[src/rtl/gb_bus_pkg.sv]
// Shared types and constants for the Game Boy cartridge bus initiator.
package gb_bus_pkg;

  localparam int GB_ADDR_W = 16;
  localparam int GB_DATA_W = 8;
  localparam logic [2:0] GB_XRAM_PREFIX = 3'b101;

  typedef enum logic [1:0] {
    IDLE,
    ADDR,
    ACCESS,
    RECOVER
  } gb_bus_state_e;

  // A000-BFFF is the external-RAM window selected by CS_n.
  function automatic logic is_xram(input logic [GB_ADDR_W-1:0] a);
    return a[GB_ADDR_W-1 -: 3] == GB_XRAM_PREFIX;
  endfunction

endpackage

[src/rtl/gb_cart_bus_master_if.sv]
// Fabric request/response handshake plus cartridge pin-side signals.
interface gb_cart_bus_master_if;
  import gb_bus_pkg::*;

  // Handshake: a request transfers on a clk edge where req_valid && req_ready;
  // req_* must stay stable while req_valid is high and not yet accepted.
  // rsp_valid is a single-cycle pulse with no back-pressure.
  logic                 req_valid;
  logic                 req_ready;
  logic                 req_we;
  logic [GB_ADDR_W-1:0] req_addr;
  logic [GB_DATA_W-1:0] req_wdata;
  logic                 rsp_valid;
  logic [GB_DATA_W-1:0] rsp_rdata;

  logic [GB_ADDR_W-1:0] cart_addr;
  logic                 cart_rd_n;
  logic                 cart_wr_n;
  logic                 cart_cs_n;
  logic [GB_DATA_W-1:0] data_out;
  logic [GB_DATA_W-1:0] data_oe;
  logic [GB_DATA_W-1:0] data_in;

  modport master (
    input  req_valid, req_we, req_addr, req_wdata, data_in,
    output req_ready, rsp_valid, rsp_rdata,
    output cart_addr, cart_rd_n, cart_wr_n, cart_cs_n, data_out, data_oe
  );

  modport slave (
    output req_valid, req_we, req_addr, req_wdata, data_in,
    input  req_ready, rsp_valid, rsp_rdata,
    input  cart_addr, cart_rd_n, cart_wr_n, cart_cs_n, data_out, data_oe
  );

endinterface

[src/rtl/gb_phase_timer.sv]
// Loadable down-counter that times each bus phase; done when it reaches 0.
module gb_phase_timer #(
    parameter int W = 3
) (
    input  logic         clk,
    input  logic         rst_n,
    input  logic         load,
    input  logic [W-1:0] load_val,
    output logic         done,
    output logic         almost_done
);

    logic [W-1:0] cnt;

    always_ff @(posedge clk or negedge rst_n) begin
        if (!rst_n) begin
            cnt <= '0;
        end else if (load) begin
            cnt <= load_val;
        end else if (cnt != '0) begin
            cnt <= cnt - W'(1);
        end
    end

    assign done        = (cnt == '0);
    assign almost_done = (cnt == W'(1));

endmodule

[src/rtl/gb_cart_bus_master.sv]
// Cartridge bus initiator: one request becomes an ADDR/ACCESS/RECOVER cycle
// of 1/2/1 phases, with every pin-side output driven straight from a flop.
module gb_cart_bus_master
    import gb_bus_pkg::*;
#(
    parameter int PHASE_CLKS = 4
) (
    input  logic                clk,
    input  logic                rst_n,
    gb_cart_bus_master_if.master bus,
    output gb_bus_state_e       state_dbg
);

    localparam int CNT_W = $clog2(2 * PHASE_CLKS);
    localparam logic [CNT_W-1:0] LOAD_PHASE  = CNT_W'(PHASE_CLKS - 1);
    localparam logic [CNT_W-1:0] LOAD_ACCESS = CNT_W'(2 * PHASE_CLKS - 1);

    gb_bus_state_e        state;
    logic                 ready_q;
    logic                 rsp_valid_q;
    logic [GB_DATA_W-1:0] rdata_q;
    logic                 we_q;
    logic [GB_DATA_W-1:0] wdata_q;
    logic [GB_ADDR_W-1:0] addr_q;
    logic                 rd_n_q;
    logic                 wr_n_q;
    logic                 cs_n_q;
    logic [GB_DATA_W-1:0] dout_q;
    logic [GB_DATA_W-1:0] oe_q;

    logic             accept;
    logic             tmr_load;
    logic [CNT_W-1:0] tmr_val;
    logic             tmr_done;
    logic             tmr_almost;

    assign accept = bus.req_valid && ready_q;

    // Reload on acceptance and on every phase boundary except the last one.
    always_comb begin
        tmr_load = 1'b0;
        tmr_val  = LOAD_PHASE;
        case (state)
            IDLE:    tmr_load = accept;
            ADDR:    begin tmr_load = tmr_done; tmr_val = LOAD_ACCESS; end
            ACCESS:  tmr_load = tmr_done;
            default: tmr_load = 1'b0;
        endcase
    end

    gb_phase_timer #(.W(CNT_W)) u_timer (
        .clk         (clk),
        .rst_n       (rst_n),
        .load        (tmr_load),
        .load_val    (tmr_val),
        .done        (tmr_done),
        .almost_done (tmr_almost)
    );

    always_ff @(posedge clk or negedge rst_n) begin
        if (!rst_n) begin
            state       <= IDLE;
            ready_q     <= 1'b1;
            rsp_valid_q <= 1'b0;
            rdata_q     <= '0;
            we_q        <= 1'b0;
            wdata_q     <= '0;
            addr_q      <= '0;
            rd_n_q      <= 1'b1;
            wr_n_q      <= 1'b1;
            cs_n_q      <= 1'b1;
            dout_q      <= '0;
            oe_q        <= '0;
        end else begin
            rsp_valid_q <= 1'b0;
            case (state)
                IDLE: begin
                    if (accept) begin
                        state   <= ADDR;
                        ready_q <= 1'b0;
                        we_q    <= bus.req_we;
                        wdata_q <= bus.req_wdata;
                        addr_q  <= bus.req_addr;
                        rd_n_q  <= bus.req_we;
                    end
                end
                ADDR: begin
                    if (tmr_done) begin
                        state  <= ACCESS;
                        cs_n_q <= ~is_xram(addr_q);
                        if (we_q) begin
                            wr_n_q <= 1'b0;
                            dout_q <= wdata_q;
                            oe_q   <= '1;
                        end
                    end
                end
                ACCESS: begin
                    if (tmr_done) begin
                        state  <= RECOVER;
                        rd_n_q <= 1'b1;
                        wr_n_q <= 1'b1;
                        cs_n_q <= 1'b1;
                        if (!we_q) rdata_q <= bus.data_in;
                        // A one-cycle RECOVER means its only cycle is the response cycle.
                        if (PHASE_CLKS == 1) rsp_valid_q <= 1'b1;
                    end
                end
                RECOVER: begin
                    if (tmr_almost) rsp_valid_q <= 1'b1;
                    if (tmr_done) begin
                        state   <= IDLE;
                        ready_q <= 1'b1;
                        dout_q  <= '0;
                        oe_q    <= '0;
                    end
                end
                default: state <= IDLE;
            endcase
        end
    end

    assign bus.req_ready = ready_q;
    assign bus.rsp_valid = rsp_valid_q;
    assign bus.rsp_rdata = rdata_q;
    assign bus.cart_addr = addr_q;
    assign bus.cart_rd_n = rd_n_q;
    assign bus.cart_wr_n = wr_n_q;
    assign bus.cart_cs_n = cs_n_q;
    assign bus.data_out  = dout_q;
    assign bus.data_oe   = oe_q;
    assign state_dbg     = state;

endmodule

[src/flat_wrapper.sv]
// flat-port wrapper written by rule: the top's interface ports become plain ports
module gb_cart_bus_master_flat import gb_bus_pkg::*;
#(
    parameter int PHASE_CLKS = 4
)
  (clk, rst_n, state_dbg, bus_req_valid, bus_req_we, bus_req_addr, bus_req_wdata, bus_data_in, bus_req_ready, bus_rsp_valid, bus_rsp_rdata, bus_cart_addr, bus_cart_rd_n, bus_cart_wr_n, bus_cart_cs_n, bus_data_out, bus_data_oe);
  gb_cart_bus_master_if bus_i ();
  input  logic clk;
  input  logic rst_n;
  output gb_bus_state_e state_dbg;
  input wire logic [$bits(bus_i.req_valid)-1:0] bus_req_valid;
  input wire logic [$bits(bus_i.req_we)-1:0] bus_req_we;
  input wire logic [$bits(bus_i.req_addr)-1:0] bus_req_addr;
  input wire logic [$bits(bus_i.req_wdata)-1:0] bus_req_wdata;
  input wire logic [$bits(bus_i.data_in)-1:0] bus_data_in;
  output wire logic [$bits(bus_i.req_ready)-1:0] bus_req_ready;
  output wire logic [$bits(bus_i.rsp_valid)-1:0] bus_rsp_valid;
  output wire logic [$bits(bus_i.rsp_rdata)-1:0] bus_rsp_rdata;
  output wire logic [$bits(bus_i.cart_addr)-1:0] bus_cart_addr;
  output wire logic [$bits(bus_i.cart_rd_n)-1:0] bus_cart_rd_n;
  output wire logic [$bits(bus_i.cart_wr_n)-1:0] bus_cart_wr_n;
  output wire logic [$bits(bus_i.cart_cs_n)-1:0] bus_cart_cs_n;
  output wire logic [$bits(bus_i.data_out)-1:0] bus_data_out;
  output wire logic [$bits(bus_i.data_oe)-1:0] bus_data_oe;
  assign bus_i.req_valid = bus_req_valid;
  assign bus_i.req_we = bus_req_we;
  assign bus_i.req_addr = bus_req_addr;
  assign bus_i.req_wdata = bus_req_wdata;
  assign bus_i.data_in = bus_data_in;
  assign bus_req_ready = bus_i.req_ready;
  assign bus_rsp_valid = bus_i.rsp_valid;
  assign bus_rsp_rdata = bus_i.rsp_rdata;
  assign bus_cart_addr = bus_i.cart_addr;
  assign bus_cart_rd_n = bus_i.cart_rd_n;
  assign bus_cart_wr_n = bus_i.cart_wr_n;
  assign bus_cart_cs_n = bus_i.cart_cs_n;
  assign bus_data_out = bus_i.data_out;
  assign bus_data_oe = bus_i.data_oe;
  gb_cart_bus_master #(.PHASE_CLKS(PHASE_CLKS)) u_core (.clk(clk), .rst_n(rst_n), .bus(bus_i), .state_dbg(state_dbg));
endmodule
[config.mk]
export PLATFORM = sky130hd
export DESIGN_NAME = gb_cart_bus_master_flat
export DESIGN_NICKNAME = d
export VERILOG_FILES = /design/src/rtl/gb_bus_pkg.sv /design/src/rtl/gb_cart_bus_master_if.sv /design/src/rtl/gb_phase_timer.sv /design/src/rtl/gb_cart_bus_master.sv /design/src/flat_wrapper.sv
export SDC_FILE = /design/constraint.sdc
export NUM_CORES = 1
export LEC_CHECK = 0
export CORE_MARGIN = 1.5
export CORE_UTILIZATION = 41
export DETAILED_ROUTE_END_ITERATION = 6
export PLACE_DENSITY = 0.73
export SYNTH_ARGS = -nofsm -noshare
export SYNTH_HDL_FRONTEND = slang
export SYNTH_HIERARCHICAL = 1
export SYNTH_SLANG_ARGS = --single-unit
[constraint.sdc]
create_clock -name clk -period 1.79 [get_ports clk]
set_input_delay 0.358 -clock clk [delete_from_list [all_inputs] [get_ports clk]]
set_output_delay 0.358 -clock clk [all_outputs]
set_load 0.1 [all_outputs]
==> results.ini <==
[floorplanning]
die_x_um=79.3
die-area_mm2=0.00628
die_y_um=79.3
rows=27
start_util_pct=42.8
core_area_mm2=0.00557
pin_count=83

[detailed_routing]
wl_per_cell_um=15.2
drt-initial-drc-count=47
viasPerCell=4.75
ant_nets=0
wirelength_um=5220
drc=0
vias=1634
firstDrtPassIters=4

[layout]
final_common_cell=buf_12
nNetsFinal=317
register_area_mm2=0.00132
final_util_pct=71.8
multi_input_area_um2=998
final_design_area_no_fill_mm2=0.00400
num-fill-cells=391
drive_above_1_share_pct=49.3
mostFrequentLayoutCells=buf_12 (50), dfrtp_1 (45), mux2_2 (42)
synthToLayoutAreaGrowth_pct=67.9
n_antenna_cell=0

[synthesis]
yosys_warnings=6
ys_top_cells_by_area=dfrtp_1 (50%), mux2_2 (20%), ha_1 (5.2%)
synth_edf_count=0
postSynthAreaPerCell_um2=13.5
syn_inst=177
synth-main-ff-cell=dfrtp_1
synth_cell_types=34
synth_top_area_share_pct=50.4
synth_largest_area_cell=dfrtp_1
ys_seq_area_share_pct=54.8
synth_area_mm2=0.00238
async_reset_ff_share_pct=100
synth.ff_latch_count=52

[critical_path]
reg2reg_slack_ns=0.06
cp_max_fo=9
worstSetupEndpointType=register
arrival_ns=1.92
r2r-end=u_core/bus.data_out[2]$_DFFE_PN0P_
crit_end=u_core/bus.data_out[2]$_DFFE_PN0P_
worstPathRequired_ns=1.98
r2r-start=u_core/state_dbg[1]$_DFFE_PN0P_
path_class=register to register
crit_start=u_core/state_dbg[1]$_DFFE_PN0P_
startpoint_type=register
r2r_cells=6

[clock_tree]
tritoncts=yes
numCtsBuffers=5
cts_root_buf=clkbuf_8
htree_levels=2
clk_pin_slew_ns=0.09
clock_latency_ns=0.30
clk_path_buf_depth=2
clkSinkCount=52

[global_routing]
grt_pass1_wl_um=8720
grt_use_total_pct=18.1
grt-busiest-layer=met2
antenna_found_initial=0
use_met1_pct=21.2
grt_use_met3_pct=6.67
grtUsageMet2_pct=31.5
grt_max_degree=21
grt_pass1_vias=1802
grt_overflow=0

[placed_design]
port_buffers=82
dpl.hpwl_um=4120
postPlaceCellArea_mm2=0.00386
gp_congestion=0.775

[sta]
rsz0062_at_grt=no
hold_viol_final=0
period_share_pct=96.9
min_period_ns=1.73
fmax_mhz=576
setup_viol=0
final_max_slew_viol_count=0
clock-skew-final_ns=0.00457

[worst_hold_path]
hold_path.class=register to register

[flow_run]
maxCapViolations=0

[status]
outcome=finished clean

Yosys cell counts (2+ instances only):
cell / instances
mux2i_1: 4
inv_1: 12
dfrtp_1: 48
nand2_1: 4
buf_4: 9
nor2_1: 3
ha_1: 10
and2b_2: 6
and2b_1: 3
nor2b_1: 3
nor4b_1: 2
a21oi_1: 6
dfstp_2: 4
mux2_2: 42
o21ai_0: 2
timing repair:
| action | CTS | global route |
|---|---|---|
| gates cloned | 0 | 0 |
| resized for setup | 0 | 3 |
| setup endpoints to repair | 8 | 19 |
| hold buffers | 1 | 0 |
| endpoints found under the hold margin | 16 | 0 |
| buffers inserted | 1 | 0 |
| pin swaps | 1 | 0 |
final cells by class:
type / instances / area share, %
sequential: 52 / 32.9
clock inverter: 2 / 0.875
tap: 72 / 2.25
timing repair buffer: 97 / 35.9
multi-input combinational: 103 / 24.9
inverter: 12 / 1.25
clock buffer: 6 / 1.81
state kept, by name (all words and copies together), names as in the netlist:
signal                cells
u_core/bus.cart_addr     16
u_core/bus.data_out       8
u_core/bus.rsp_rdata      8
u_core/wdata_q            8
u_core/u_timer/cnt        3
u_core/state_dbg          2
u_core/bus.cart_cs_n      1
u_core/bus.cart_rd_n      1
u_core/bus.cart_wr_n      1
u_core/bus.data_oe        1
u_core/bus.req_ready      1
u_core/bus.rsp_valid      1
u_core/we_q               1
routing by layer:
metal | vias up | wire [um]
li1 | 782 | -
met1 | 783 | 2120
met2 | 67 | 2660
met3 | 2 | 419
met4 | 0 | 13
met5 | - | 0
cells by family (layout without fill, tap and decap cells):
group | count (synthesis) | in the layout | synth area share [%]
AOI/OAI and AO/OA | 15 | 15 | 4.41
and+or+nand+nor | 30 | 30 | 8.55
muxes | 46 | 46 | 21.5
DFF | 52 | 52 | 54.8
buffers and inverters | 23 | 117 | 5.35
adders and majority gates | 10 | 10 | 5.25
other | 1 | 2 | 0.157
worst max-delay path: stages (launching register included):
cell	delay, ns
dfrtp_4	0.51
inv_4	0.08
ha_2	0.20
mux2i_1	0.34
a21oi_4	0.07
buf_12	0.15
mux2_2	0.27
metrics by stage:
step            TNS, ns  setup WS, ns  hold slack [ns]  cells
2_1_floorplan    -0.214       -0.0245           0.0624    178
3_3_place_gp          0        0.0753            0.324    334
3_5_place_dp   -0.00850      -0.00330            0.326    334
4_1_cts               0        0.0232            0.498    344
5_1_grt               0       0.00266            0.525    344
6_report              0        0.0550            0.497    344
worst min-delay path by stage:
stage / from / endpoint / slack, ns / depth (start not counted)
5_1_grt: u_core/wdata_q[7]$_DFFE_PN0P_ / u_core/wdata_q[7]$_DFFE_PN0P_ / 0.53 / 1
6_report: u_core/bus.cart_wr_n$_DFFE_PN1P_ / u_core/bus.cart_wr_n$_DFFE_PN1P_ / 0.50 / 2
3_3_place_gp: rst_n / u_core/bus.cart_addr[10]$_DFFE_PN0P_ / 0.32 / 1
2_1_floorplan: rst_n / u_core/bus.cart_addr[0]$_DFFE_PN0P_ / 0.06 / 0
3_5_place_dp: rst_n / u_core/bus.cart_addr[10]$_DFFE_PN0P_ / 0.33 / 1
4_1_cts: u_core/bus.cart_wr_n$_DFFE_PN1P_ / u_core/bus.cart_wr_n$_DFFE_PN1P_ / 0.50 / 2
Power is left out: the tool's default activity adds up to more than one toggle a clock period on the data nets, which glitch-free logic cannot reach.
